File: src/rtl/int_to_fp_convert_arbiter.sv
// Round-robin arbiter sharing one int32 -> recoded-f32 converter among
// NUM_REQ requesters. Fixed-latency pipeline (no bubble compression), one
// tagged response channel with valid/ready, and a wrapping completion count.
module int_to_fp_convert_arbiter #(
  parameter int NUM_REQ     = 4,
  parameter int PIPE_STAGES = 2,
  parameter int TAG_W       = $clog2(NUM_REQ),
  parameter int CNT_W       = 16
) (
  input  logic                 clock,
  input  logic                 reset,
  input  logic                 cfg_enable,
  input  logic [NUM_REQ-1:0]   req_valid,
  output logic [NUM_REQ-1:0]   req_ready,
  input  logic [NUM_REQ-1:0]   req_signed,
  input  logic [NUM_REQ*32-1:0] req_data,
  input  logic [NUM_REQ*3-1:0] req_rm,
  output logic                 resp_valid,
  input  logic                 resp_ready,
  output logic [TAG_W-1:0]     resp_tag,
  output logic [32:0]          resp_out,
  output logic [4:0]           resp_flags,
  output logic                 busy,
  output logic [CNT_W-1:0]     done_count
);

  localparam int LAST = PIPE_STAGES - 1;
  localparam logic [TAG_W:0] NREQ_W = (TAG_W+1)'(NUM_REQ);

  // stage valids, S0 = index 0, response stage = LAST
  logic [PIPE_STAGES-1:0] vld_q;
  logic [TAG_W-1:0]       tag_q   [PIPE_STAGES];
  logic [32:0]            out_q   [1:LAST];
  logic [4:0]             flags_q [1:LAST];
  logic                   s0_signed_q;
  logic [31:0]            s0_data_q;
  logic [2:0]             s0_rm_q;

  logic [TAG_W-1:0] ptr_q, ptr_d;
  logic [CNT_W-1:0] cnt_q;

  logic             adv, accept, win_found;
  logic [TAG_W-1:0] win_idx;
  logic [TAG_W:0]   j;
  logic [NUM_REQ-1:0] cand;
  logic             sel_signed;
  logic [31:0]      sel_data;
  logic [2:0]       sel_rm;

  // the whole pipe moves together; a stalled response freezes every stage
  assign adv = ~vld_q[LAST] | resp_ready;

  // round-robin search from ptr with wrap, then one-hot ready
  always_comb begin
    cand      = req_valid & {NUM_REQ{cfg_enable}};
    win_found = 1'b0;
    win_idx   = '0;
    j         = '0;
    for (int k = 0; k < NUM_REQ; k++) begin
      j = {1'b0, ptr_q} + (TAG_W+1)'(k);
      if (j >= NREQ_W) j = j - NREQ_W;
      if (!win_found && cand[j[TAG_W-1:0]]) begin
        win_found = 1'b1;
        win_idx   = j[TAG_W-1:0];
      end
    end
    req_ready = '0;
    for (int i = 0; i < NUM_REQ; i++)
      req_ready[i] = reset & adv & win_found & (win_idx == TAG_W'(i));
    accept     = |req_ready;
    sel_signed = req_signed[win_idx];
    sel_data   = req_data[int'(win_idx)*32 +: 32];
    sel_rm     = req_rm[int'(win_idx)*3 +: 3];
    ptr_d      = ptr_q;
    if (accept) ptr_d = (win_idx == TAG_W'(NUM_REQ-1)) ? '0 : win_idx + 1'b1;
  end

  // conversion: magnitude, normalise, round to 24 bits, recode exponent
  logic        sgn, guard, sticky, inc;
  logic [31:0] absv, norm;
  logic [4:0]  lz;
  logic [24:0] sig;
  logic [8:0]  rexp;
  logic [22:0] frac;
  logic [32:0] cv_out;
  logic [4:0]  cv_flags;

  always_comb begin
    sgn  = s0_signed_q & s0_data_q[31];
    absv = sgn ? (32'd0 - s0_data_q) : s0_data_q;
    lz   = '0;
    for (int i = 0; i < 32; i++)
      if (absv[i]) lz = 5'(31 - i);
    norm   = absv << lz;
    guard  = norm[7];
    sticky = |norm[6:0];
    case (s0_rm_q)
      3'd1:    inc = 1'b0;                        // RTZ
      3'd2:    inc = sgn & (guard | sticky);      // RDN
      3'd3:    inc = ~sgn & (guard | sticky);     // RUP
      3'd4:    inc = guard;                       // RMM
      default: inc = guard & (sticky | norm[8]);  // RNE
    endcase
    sig  = {1'b0, norm[31:8]} + 25'(inc);
    // recoded exponent of 2^p is 0x100 + p; carry out of rounding bumps it
    rexp = 9'h100 + 9'(5'd31 - lz) + 9'(sig[24]);
    frac = sig[24] ? sig[23:1] : sig[22:0];
    cv_out   = (absv == 32'd0) ? 33'd0 : {sgn, rexp, frac};
    cv_flags = {4'b0, guard | sticky};
  end

  // control state: stage valids, RR pointer, completion counter
  always_ff @(posedge clock or negedge reset) begin
    if (!reset) begin
      vld_q <= '0;
      ptr_q <= '0;
      cnt_q <= '0;
    end else begin
      if (adv) vld_q <= {vld_q[PIPE_STAGES-2:0], accept};
      ptr_q <= ptr_d;
      if (vld_q[LAST] & resp_ready) cnt_q <= cnt_q + 1'b1;
    end
  end

  // payload registers need no reset; their valids qualify them
  always_ff @(posedge clock) begin
    if (adv) begin
      s0_signed_q <= sel_signed;
      s0_data_q   <= sel_data;
      s0_rm_q     <= sel_rm;
      tag_q[0]    <= win_idx;
      tag_q[1]    <= tag_q[0];
      out_q[1]    <= cv_out;
      flags_q[1]  <= cv_flags;
      for (int s = 2; s < PIPE_STAGES; s++) begin
        tag_q[s]   <= tag_q[s-1];
        out_q[s]   <= out_q[s-1];
        flags_q[s] <= flags_q[s-1];
      end
    end
  end

  assign resp_valid = vld_q[LAST];
  assign resp_tag   = tag_q[LAST];
  assign resp_out   = out_q[LAST];
  assign resp_flags = flags_q[LAST];
  assign busy       = |vld_q;
  assign done_count = cnt_q;

endmodule

File: config.mk
export PLATFORM = sky130hd
export DESIGN_NAME = int_to_fp_convert_arbiter
export DESIGN_NICKNAME = d
export VERILOG_FILES = /design/src/rtl/int_to_fp_convert_arbiter.sv
export SDC_FILE = /design/constraint.sdc
export NUM_CORES = 1
export LEC_CHECK = 0
export CORE_ASPECT_RATIO = 2
export CORE_MARGIN = 3
export CORE_UTILIZATION = 40
export CTS_BUF_LIST = sky130_fd_sc_hd__clkbuf_2
export DETAILED_ROUTE_END_ITERATION = 10
export PLACE_DENSITY = 0.66
export SYNTH_ARGS = -nofsm -noshare
export SYNTH_HDL_FRONTEND = slang
export SYNTH_SLANG_ARGS = --single-unit
File: constraint.sdc
create_clock -name clock -period 8.4 [get_ports clock]
set_input_delay 2.1 -clock clock [delete_from_list [all_inputs] [get_ports clock]]
set_output_delay 2.1 -clock clock [all_outputs]
set_load 0.02 [all_outputs]
## Word-level counts from Yosys, hierarchy flattened

Memory sizes are Yosys's and may differ from the RTL's.
Index checks and enable logic that the tools add are counted.

- Flip-flop bits (word level): 56
- RAM bits: 38
- Input port bits: 152
- Output and inout port bits: 62
- Word-level logic and storage cells: 132
- Memories: 3

- Add/subtract/negate cells: 14
- Multipliers: 1
- Order comparisons: 9
- Equality and inequality tests: 7
- Shifts and indexed selects: 3
- Muxes and demuxes: 61
- Bitwise logic cells: 17
- Reductions and logical operators: 11

Memory list:

| memory | words | width | rd ports | clocked after Yosys merged registers in | write ports | line | source |
|---|---|---|---|---|---|---|---|
| out_q | 1 | 33 | 1 | 0 | 1 | 33 | `logic [32:0] out_q [1:LAST];` |
| tag_q | 2 | 2 | 2 | 0 | 2 | 32 | `logic [TAG_W-1:0] tag_q [PIPE_STAGES];` |
| flags_q | 1 | 1 | 1 | 0 | 1 | 34 | `logic [4:0] flags_q [1:LAST];` |

Operator list:

| operator | count |
|---|---|
| 2-to-1 mux 5 bit | 32 |
| variable part select 128 x 8 -> 32 bit | 1 |
| 2-to-1 mux 33 bit | 1 |
| logical NOT 32 bit | 1 |
| 2-to-1 mux 32 bit | 1 |
| << shifter 32 x 5 -> 32 bit | 1 |
| subtractor 1 x 32 -> 32 bit (first input constant) | 1 |
| adder 24 x 1 -> 25 bit | 1 |
| 2-to-1 mux 23 bit | 1 |
| 2-to-1 mux 2 bit | 9 |
| adder 16 x 1 -> 16 bit (second input constant) | 1 |
| < comparator 2 x 3 -> 1 bit (second input constant) | 5 |
| variable part select 12 x 5 -> 3 bit | 1 |
| bitwise AND 1 bit | 11 |
| 2-to-1 mux 1 bit | 11 |
| binary-select mux 1 bit (select 2 bit) | 5 |
| adder 9 x 1 -> 9 bit | 1 |
| adder 9 bit (first input constant) | 1 |
| greater-or-equal comparator 3 bit (second input constant) | 3 |
| subtractor 2 x 1 -> 2 bit (second input constant) | 4 |
| OR reduction 7 bit | 1 |
| adder 2 x 2 -> 3 bit (second input constant) | 2 |
| equality test 3 x 2 -> 1 bit (second input constant) | 2 |
| subtractor 5 x 5 -> 6 bit (first input constant) | 1 |
| 17 further kinds | 25 |

## Depth between registers and ports, before layout

Gate-level depths: netlist (run 1).

- Depth in word-level cells: 42
- Depth in mapped cells: 32
- Depth with buffers taken out: 28

## Worst setup path after synthesis (run 1)

No wires, ideal clock.

- Path kind: reg2reg
- Start: register s0_data_q[0]
- End: memory out_q[1][25] (data pin)
- Library setup time: 0.265 ns
- Arrival time: 6.491 ns
- Setup slack: 1.643 ns
- Stages on the path, launching flop included: 31
- Path buffers: 3
- Cell sequence: edfxtp_1 clkbuf_1 inv_1 ha_1 or3b_1 nor4_1 a41oi_1 o211ai_1 nand2_1 a31oi_1 o221a_2 nor2_2 inv_2 buf_2 buf_2 mux2_2 mux2i_1 o21ai_0 a211oi_1 o21ai_0 a22oi_1 ha_1 ha_1 nand4_1 or2_2 or4_1 nor2_1 ha_1 ha_1 xnor2_1 nor2_1

- Word-level cells in the longest chain between the ends: 42
- Elaborated cells between the ends (all ways): 48
- Those cells by class: add/sub: 5; shift: 1; mux: 35; bitwise: 5; reduce/logical: 2

RTL lines:

| what | line | source |
|---|---|---|
| start, declared | 36 | `logic [31:0] s0_data_q;` |
| start signal, assigned | 129 | `s0_data_q <= sel_data;` |
| subtractor 1 x 32 -> 32 bit | 90 | `absv = sgn ? (32'd0 - s0_data_q) : s0_data_q;` |
| 2-to-1 mux 32 bit * | 90 |  |
| 2-to-1 mux 5 bit (32 in a row) | 93 | `if (absv[i]) lz = 5'(31 - i);` |
| << shifter 32 x 5 -> 32 bit | 94 | `norm = absv << lz;` |
| OR reduction 7 bit | 96 | `sticky = \|norm[6:0];` |
| OR 1 bit (on tied branches) | 102, 99, 100 |  |
| bitwise AND 1 bit (on tied branches) | 102, 100, 99 |  |
| one-hot mux 1 bit (4 select lines) | 97 | `case (s0_rm_q)` |
| adder 24 x 1 -> 25 bit | 104 | `sig = {1'b0, norm[31:8]} + 25'(inc);` |
| adder 9 x 1 -> 9 bit | 106 | `rexp = 9'h100 + 9'(5'd31 - lz) + 9'(sig[24]);` |
| 2-to-1 mux 33 bit * | 108 | `cv_out = (absv == 32'd0) ? 33'd0 : {sgn, rexp, frac};` |
| end, declared | 33 |  |

Mark *: on every way between the ends. The rest lies on a longest branch, timed or not.

## Final worst setup path (run 1)

- Start: register s0_data_q[1]
- End: memory out_q[1][25] (data pin)

- Word-level cells in the longest chain between the ends: 41
- Elaborated cells between the ends (all ways): 47
- Those cells by class: add/sub: 5; shift: 1; mux: 34; bitwise: 5; reduce/logical: 2

RTL lines:

| what | line |
|---|---|
| subtractor 1 x 32 -> 32 bit | 90 |
| 2-to-1 mux 32 bit * | 90 |
| 2-to-1 mux 5 bit (31 in a row) | 93 |
| << shifter 32 x 5 -> 32 bit | 94 |
| OR reduction 7 bit | 96 |
| OR 1 bit (on tied branches) | 102, 99, 100 |
| bitwise AND 1 bit (on tied branches) | 102, 100, 99 |
| one-hot mux 1 bit (4 select lines) | 97 |
| adder 24 x 1 -> 25 bit | 104 |
| adder 9 x 1 -> 9 bit | 106 |
| 2-to-1 mux 33 bit * | 108 |

Marks and branches as above.

==> results.sh, run 1 <==
export IMPL_cp_required_ns=8.93
export IMPL_vias_per_cell=6.17
export IMPL_critPathArrivalTime_ns=8.31
export IMPL_setup_tns_ns=0
export IMPL_vias=10444
export IMPL_endpoint_kind="register"
export IMPL_htreeDepth=3
export IMPL_hold_depth=0
export IMPL_routedWlPerCell_um=22.9
export IMPL_cp_slowest_cell="edfxtp_1"
export IMPL_status="finished clean"
export IMPL_cts_root_buffer="clkbuf_2"
export IMPL_grt_pass1_wl_um=57200
export IMPL_syn_to_final_growth_pct=27.0
export IMPL_cts_resized=0
export IMPL_synth_edff_count=72
export IMPL_async_flop_share_pct=21.7
export IMPL_fmax_mhz=129
export IMPL_crit_top_cell="ha_1"
export IMPL_grtUsageTotal_pct=29.2
export IMPL_clk_path_buf_depth=2
export IMPL_cts_tree="done"
export IMPL_multi_input_area_mm2=0.00641
export IMPL_drt_iter0_drc=751
export IMPL_finalHoldViolations=0
export IMPL_antenna_left=0
export IMPL_io_buffers=207
export IMPL_r2r_end="out_q[1][25]"
export IMPL_synth_seq_cells=92
export IMPL_nets=1564
export IMPL_floorplan_initialDensity_pct=41.0
export IMPL_holdPathEnd="tag_q[0][2]"
export IMPL_fin_crit_ns=7.78
export IMPL_clk_pin_slew_ns=0.29
export IMPL_regArea_mm2=0.00266
export IMPL_setup_viol=0
export IMPL_die_width_um=116
export IMPL_hp_class="register to register"
export IMPL_startpoint_type="register"
export IMPL_clock_skew_ns=0.0463
export IMPL_post_dp_cell_area_mm2=0.0121
export IMPL_die_area_mm2=0.0260
export IMPL_grt_pass1_vias=10335
export IMPL_postSynthAreaPerCell_um2=7.92
export IMPL_reg2reg_depth=29
export IMPL_path_max_fanout=9
export IMPL_synth_cell_types=103
export IMPL_yosysMostFrequentCell="nand2_1"
export IMPL_antenna_found_initial=3
export IMPL_gp_congestion=1.08
export IMPL_synth_flop_cell="edfxtp_1"
export IMPL_boundaryPins=214
export IMPL_relSlewSlack_pct=33.8
export IMPL_ys_warn_count=0
export IMPL_seq_area_frac_synth_pct=27.7
export IMPL_rsz0062_at_grt="no"
export IMPL_drcViolationCount=0
export IMPL_rrSetupSlack_ns=0.62
export IMPL_cts_sinks=92
export IMPL_fill_cells=2245
export IMPL_r2r_start="s0_data_q[1]"
export IMPL_wirelength_um=38700
export IMPL_synth_top_area_share_pct=22.5
export IMPL_synthTopCellsByArea="edfxtp_1, nand2_1, dfrtp_1"
export IMPL_crit_type="register to register"
export IMPL_grt_overflow_total=0
export IMPL_grt_max_degree=75
export IMPL_postLayoutCellArea_mm2=0.0122
export IMPL_dpl_hpwl_um=30500
export IMPL_ys_top_cells_by_count="nand2_1, nor2_1, edfxtp_1"
export IMPL_max_cap_violations=0
export IMPL_dp_slack_ns=0.647
export IMPL_insertion_delay_ns=0.72
export IMPL_tightest_slew_ns=0.983
export IMPL_drive_gt1_share_pct=11.0
export IMPL_fin_ws_ns=0.620
export IMPL_post_cts_setup_buffer_count=0
export IMPL_coreArea_mm2=0.0234
export IMPL_fin_crit_sh_pct=92.6
export IMPL_first_pass_iters=8
export IMPL_netlist_instances=1213
export IMPL_hp_start="tag_q[0][0]"
export IMPL_die_h_um=225
export IMPL_cts_hold_buf=0
export IMPL_fp_row_count=79
export IMPL_cts_buffers=9
export IMPL_slew_violations=0
export IMPL_synth_top_area_cell="edfxtp_1"
export IMPL_syn_area_mm2=0.00961
export IMPL_critPathMaxStageDelay_ns=0.60
## cells in the final DEF, fill, tap and decap left out, types with 10 or more instances in the layout
| cell type | count |
|---|---|
| or4_1 | 15 |
| a31oi_1 | 52 |
| a211oi_1 | 10 |
| xor2_1 | 23 |
| clkbuf_2 | 12 |
| or3_1 | 13 |
| nor4_1 | 20 |
| nor3_1 | 39 |
| a21oi_1 | 42 |
| o21ai_0 | 55 |
| xnor2_1 | 34 |
| mux2_2 | 28 |
| nand2_1 | 210 |
| ha_1 | 11 |
| and3_1 | 47 |
| or2_2 | 12 |
| buf_4 | 67 |
| o211ai_1 | 17 |
| clkdlybuf4s50_1 | 207 |
| nand4_1 | 23 |
| nand3_1 | 30 |
| inv_1 | 18 |
| dfrtp_1 | 20 |
| nor2_1 | 75 |
| mux2i_1 | 43 |
| o22ai_1 | 12 |
| and2_1 | 10 |
| edfxtp_1 | 72 |
## per-layer routing
layer	vias up	track usage, %	share of wire, %
met5	-	0	0
met4	0	22.5	8.9
met3	183	6.58	5.5
met2	476	54.9	54
met1	4858	25.8	32
li1	4927	-	-
## area by class of cell
type                            count  share of cell area [%]
Antenna cell                        3                  0.0615
Tap cell                          283                    2.90
Sequential cell                    92                    21.8
Clock buffer                       12                   0.492
Inverter                           21                   0.687
Timing Repair Buffer              274                    21.1
Clock inverter                      4                   0.420
Multi-Input combinational cell   1003                    52.5
## cells by family (layout without fill, tap and decap cells)
logic type	Yosys count	count (layout)	synth area share [%]
xor gates and xnor gates	57	57	5.20
buffers and inverters	123	311	5.92
AOI/OAI and AO/OA	308	308	22.7
adders and majority gates	11	11	1.43
and+or+nand+nor	547	547	28.7
muxes	74	74	8.31
DFF	92	92	27.7
other	1	9	0.0390
## how the worst max path moves through the flow
stage	start	endpoint	slack, ns
final	s0_data_q[1]	out_q[1][25]	0.62
after CTS	s0_data_q[1]	out_q[1][24]	0.64
after global routing	s0_data_q[1]	out_q[1][27]	0.08
after floorplan	s0_data_q[0]	out_q[1][25]	1.64
after global placement	s0_data_q[1]	out_q[1][25]	0.64
after detailed placement	s0_data_q[1]	out_q[1][25]	0.65
## stage by stage
step / util [%] / hold slack (ns) / cells
finish: 52.1 / 0.454 / 1692
global route: 52.1 / 0.485 / 1691
CTS: 52.0 / 0.459 / 1689
detailed placement: 51.6 / 0.406 / 1673
global placement: 51.6 / 0.405 / 1673
floorplan: - / 0.400 / 1218
## registers in the layout, summed over array words and instances (netlist names)
register     count
s0_data_q       32
out_q           31
done_count      16
tag_q            4
s0_rm_q          3
ptr_q            2
vld_q            2
flags_q          1
s0_signed_q      1
## critical path, delay by kind of cell (launching register included)
kind,cells,cell delay (ns)
and+or+nand+nor,10,2.65
AOI/OAI and AO/OA,8,1.83
adders and majority gates,5,1.24
muxes,2,0.65
DFF,1,0.60
buffers and inverters,3,0.51
xor gates and xnor gates,1,0.13
Power of run 1 is left out: the tool's default activity adds up to more than one toggle a clock period on the data nets, which glitch-free logic cannot reach.
==> inputs of run 2 (changes only) <==
--- a/config.mk
+++ b/config.mk
@@ -10,7 +10,9 @@
 export CORE_UTILIZATION = 40
 export CTS_BUF_LIST = sky130_fd_sc_hd__clkbuf_2
 export DETAILED_ROUTE_END_ITERATION = 10
+export GPL_ROUTABILITY_DRIVEN = 0
 export PLACE_DENSITY = 0.66
+export SETUP_SLACK_MARGIN = 0.15
 export SYNTH_ARGS = -nofsm -noshare
 export SYNTH_HDL_FRONTEND = slang
 export SYNTH_SLANG_ARGS = --single-unit
==> run 2 against run 1 <==
Effect of this change:
- global-route usage decreased by 1.4 points
- clock skew increased by 0.020 ns
- die area unchanged
- setup slack improved by 0.094 ns
- non-clock buffer count is 19 lower
- register-to-register slack improved by 0.09 ns
- via count increased by 0.34%
- final cell count is 1.2% lower
- utilization down 0.51 points
- flip-flop and latch count did not move
==> results.sh, run 2 (synthesized netlist as in run 1, its figures left out) <==
export IMPL_syn_to_final_growth_pct=25.7
export IMPL_grt_pass1_vias=10262
export IMPL_vias=10479
export IMPL_grt_max_degree=75
export IMPL_drcViolationCount=0
export IMPL_slew_violations=0
export IMPL_grtUsageTotal_pct=27.8
export IMPL_path_max_fanout=14
export IMPL_wirelength_um=36500
export IMPL_clock_skew_ns=0.0668
export IMPL_critPathArrivalTime_ns=8.13
export IMPL_setup_viol=0
export IMPL_htreeDepth=3
export IMPL_startpoint_type="register"
export IMPL_insertion_delay_ns=0.72
export IMPL_largest_reg_flops=32
export IMPL_critPathMaxStageDelay_ns=0.59
export IMPL_die_h_um=225
export IMPL_crit_top_cell="ha_1"
export IMPL_coreArea_mm2=0.0234
export IMPL_setup_tns_ns=0
export IMPL_dpl_cell_count=1654
export IMPL_vias_per_cell=6.27
export IMPL_final_cell_mix="nand2_1, clkdlybuf4s50_1, nor2_1"
export IMPL_nets=1545
export IMPL_fmax_mhz=130
export IMPL_antenna_found_initial=1
export IMPL_fin_crit_sh_pct=91.5
export IMPL_endpoint_kind="register"
export IMPL_cts_tree="done"
export IMPL_die_width_um=116
export IMPL_rsz0062_at_grt="no"
export IMPL_post_dp_cell_area_mm2=0.0119
export IMPL_finalHoldViolations=0
export IMPL_drt_iter0_drc=901
export IMPL_grt_pass1_wl_um=55400
export IMPL_cp_slowest_cell="edfxtp_1"
export IMPL_cts_root_buffer="clkbuf_2"
export IMPL_postLayoutCellArea_mm2=0.0121
export IMPL_hp_class="register to register"
export IMPL_drive_gt1_share_pct=9.73
export IMPL_max_cap_violations=0
export IMPL_dpl_hpwl_um=28300
export IMPL_final_cells=1671
export IMPL_status="finished clean"
export IMPL_crit_type="register to register"
export IMPL_layout_commonest_cell="nand2_1"
export IMPL_relSlewSlack_pct=26.3
export IMPL_boundaryPins=214
export IMPL_cts_buffers=9
export IMPL_fin_crit_ns=7.69
export IMPL_clk_pin_slew_ns=0.25
export IMPL_routedWlPerCell_um=21.8
export IMPL_cp_required_ns=8.84
export IMPL_fp_row_count=79
export IMPL_largest_register="s0_data_q"
export IMPL_first_pass_iters=8
export IMPL_cts_sinks=92
export IMPL_antenna_left=0
export IMPL_tightest_slew_ns=1.07
export IMPL_floorplan_initialDensity_pct=41.0
export IMPL_die_area_mm2=0.0260
export IMPL_io_buffers=207
export IMPL_grt_overflow_total=0
export IMPL_clk_path_buf_depth=2
run 2: through the flow:
stage / util, % / hold WS, ns / setup slack (ns)
6_report: 51.6 / 0.463 / 0.714
5_1_grt: 51.6 / 0.493 / 0.166
4_1_cts: 51.5 / 0.472 / 0.581
3_5_place_dp: 51.0 / 0.418 / 0.625
3_3_place_gp: 51.0 / 0.407 / 0.778
2_1_floorplan: - / 0.400 / 1.64
run 2: per-layer routing:
metal	GRT usage, %	vias up	wire length [µm]
met3	6.10	200	2230
met1	25.9	4836	12000
li1	-	4892	-
met5	0	-	0
met2	50.6	551	18900
met4	21.8	0	3290
run 2: critical path: cells and delay by family (launching register included):
| kind | cells | cell delay (ns) |
|---|---|---|
| simple gates | 11 | 2.67 |
| compound gates | 7 | 1.60 |
| fa+ha+maj | 5 | 1.20 |
| mux | 2 | 0.69 |
| flops | 1 | 0.59 |
| buf+inv | 3 | 0.55 |
| xor+xnor | 1 | 0.14 |
run 2: layout make-up:
cell class / count / area, µm²
tap: 283 / 354
sequential: 92 / 2660
multi-input combinational: 1003 / 6420
timing repair buffer: 255 / 2430
inverter: 21 / 83.8
fill: 2269 / 11300
clock inverter: 6 / 71.3
clock buffer: 10 / 50.0
antenna: 1 / 2.50
run 2: worst paths after layout:
check	from	endpoint	slack, ns	cells after the start
worst max-delay path	s0_data_q[1]	out_q[1][25]	0.71	29
worst max register to register	s0_data_q[1]	out_q[1][25]	0.71	29
min in group asynchronous	reset	done_count[6]	1.66	2
worst min-delay path	tag_q[0][0]	tag_q[0][2]	0.46	0
max in group asynchronous	reset	vld_q[1]	6.44	2
worst min register to register	tag_q[0][0]	tag_q[0][2]	0.46	0
run 2: repair_timing:
item,CTS,global route
setup endpoints to repair,0,4
gates resized for setup,0,3
setup buffers,0,0
hold buffers,0,0
Power of run 2 is left out for the same reason.
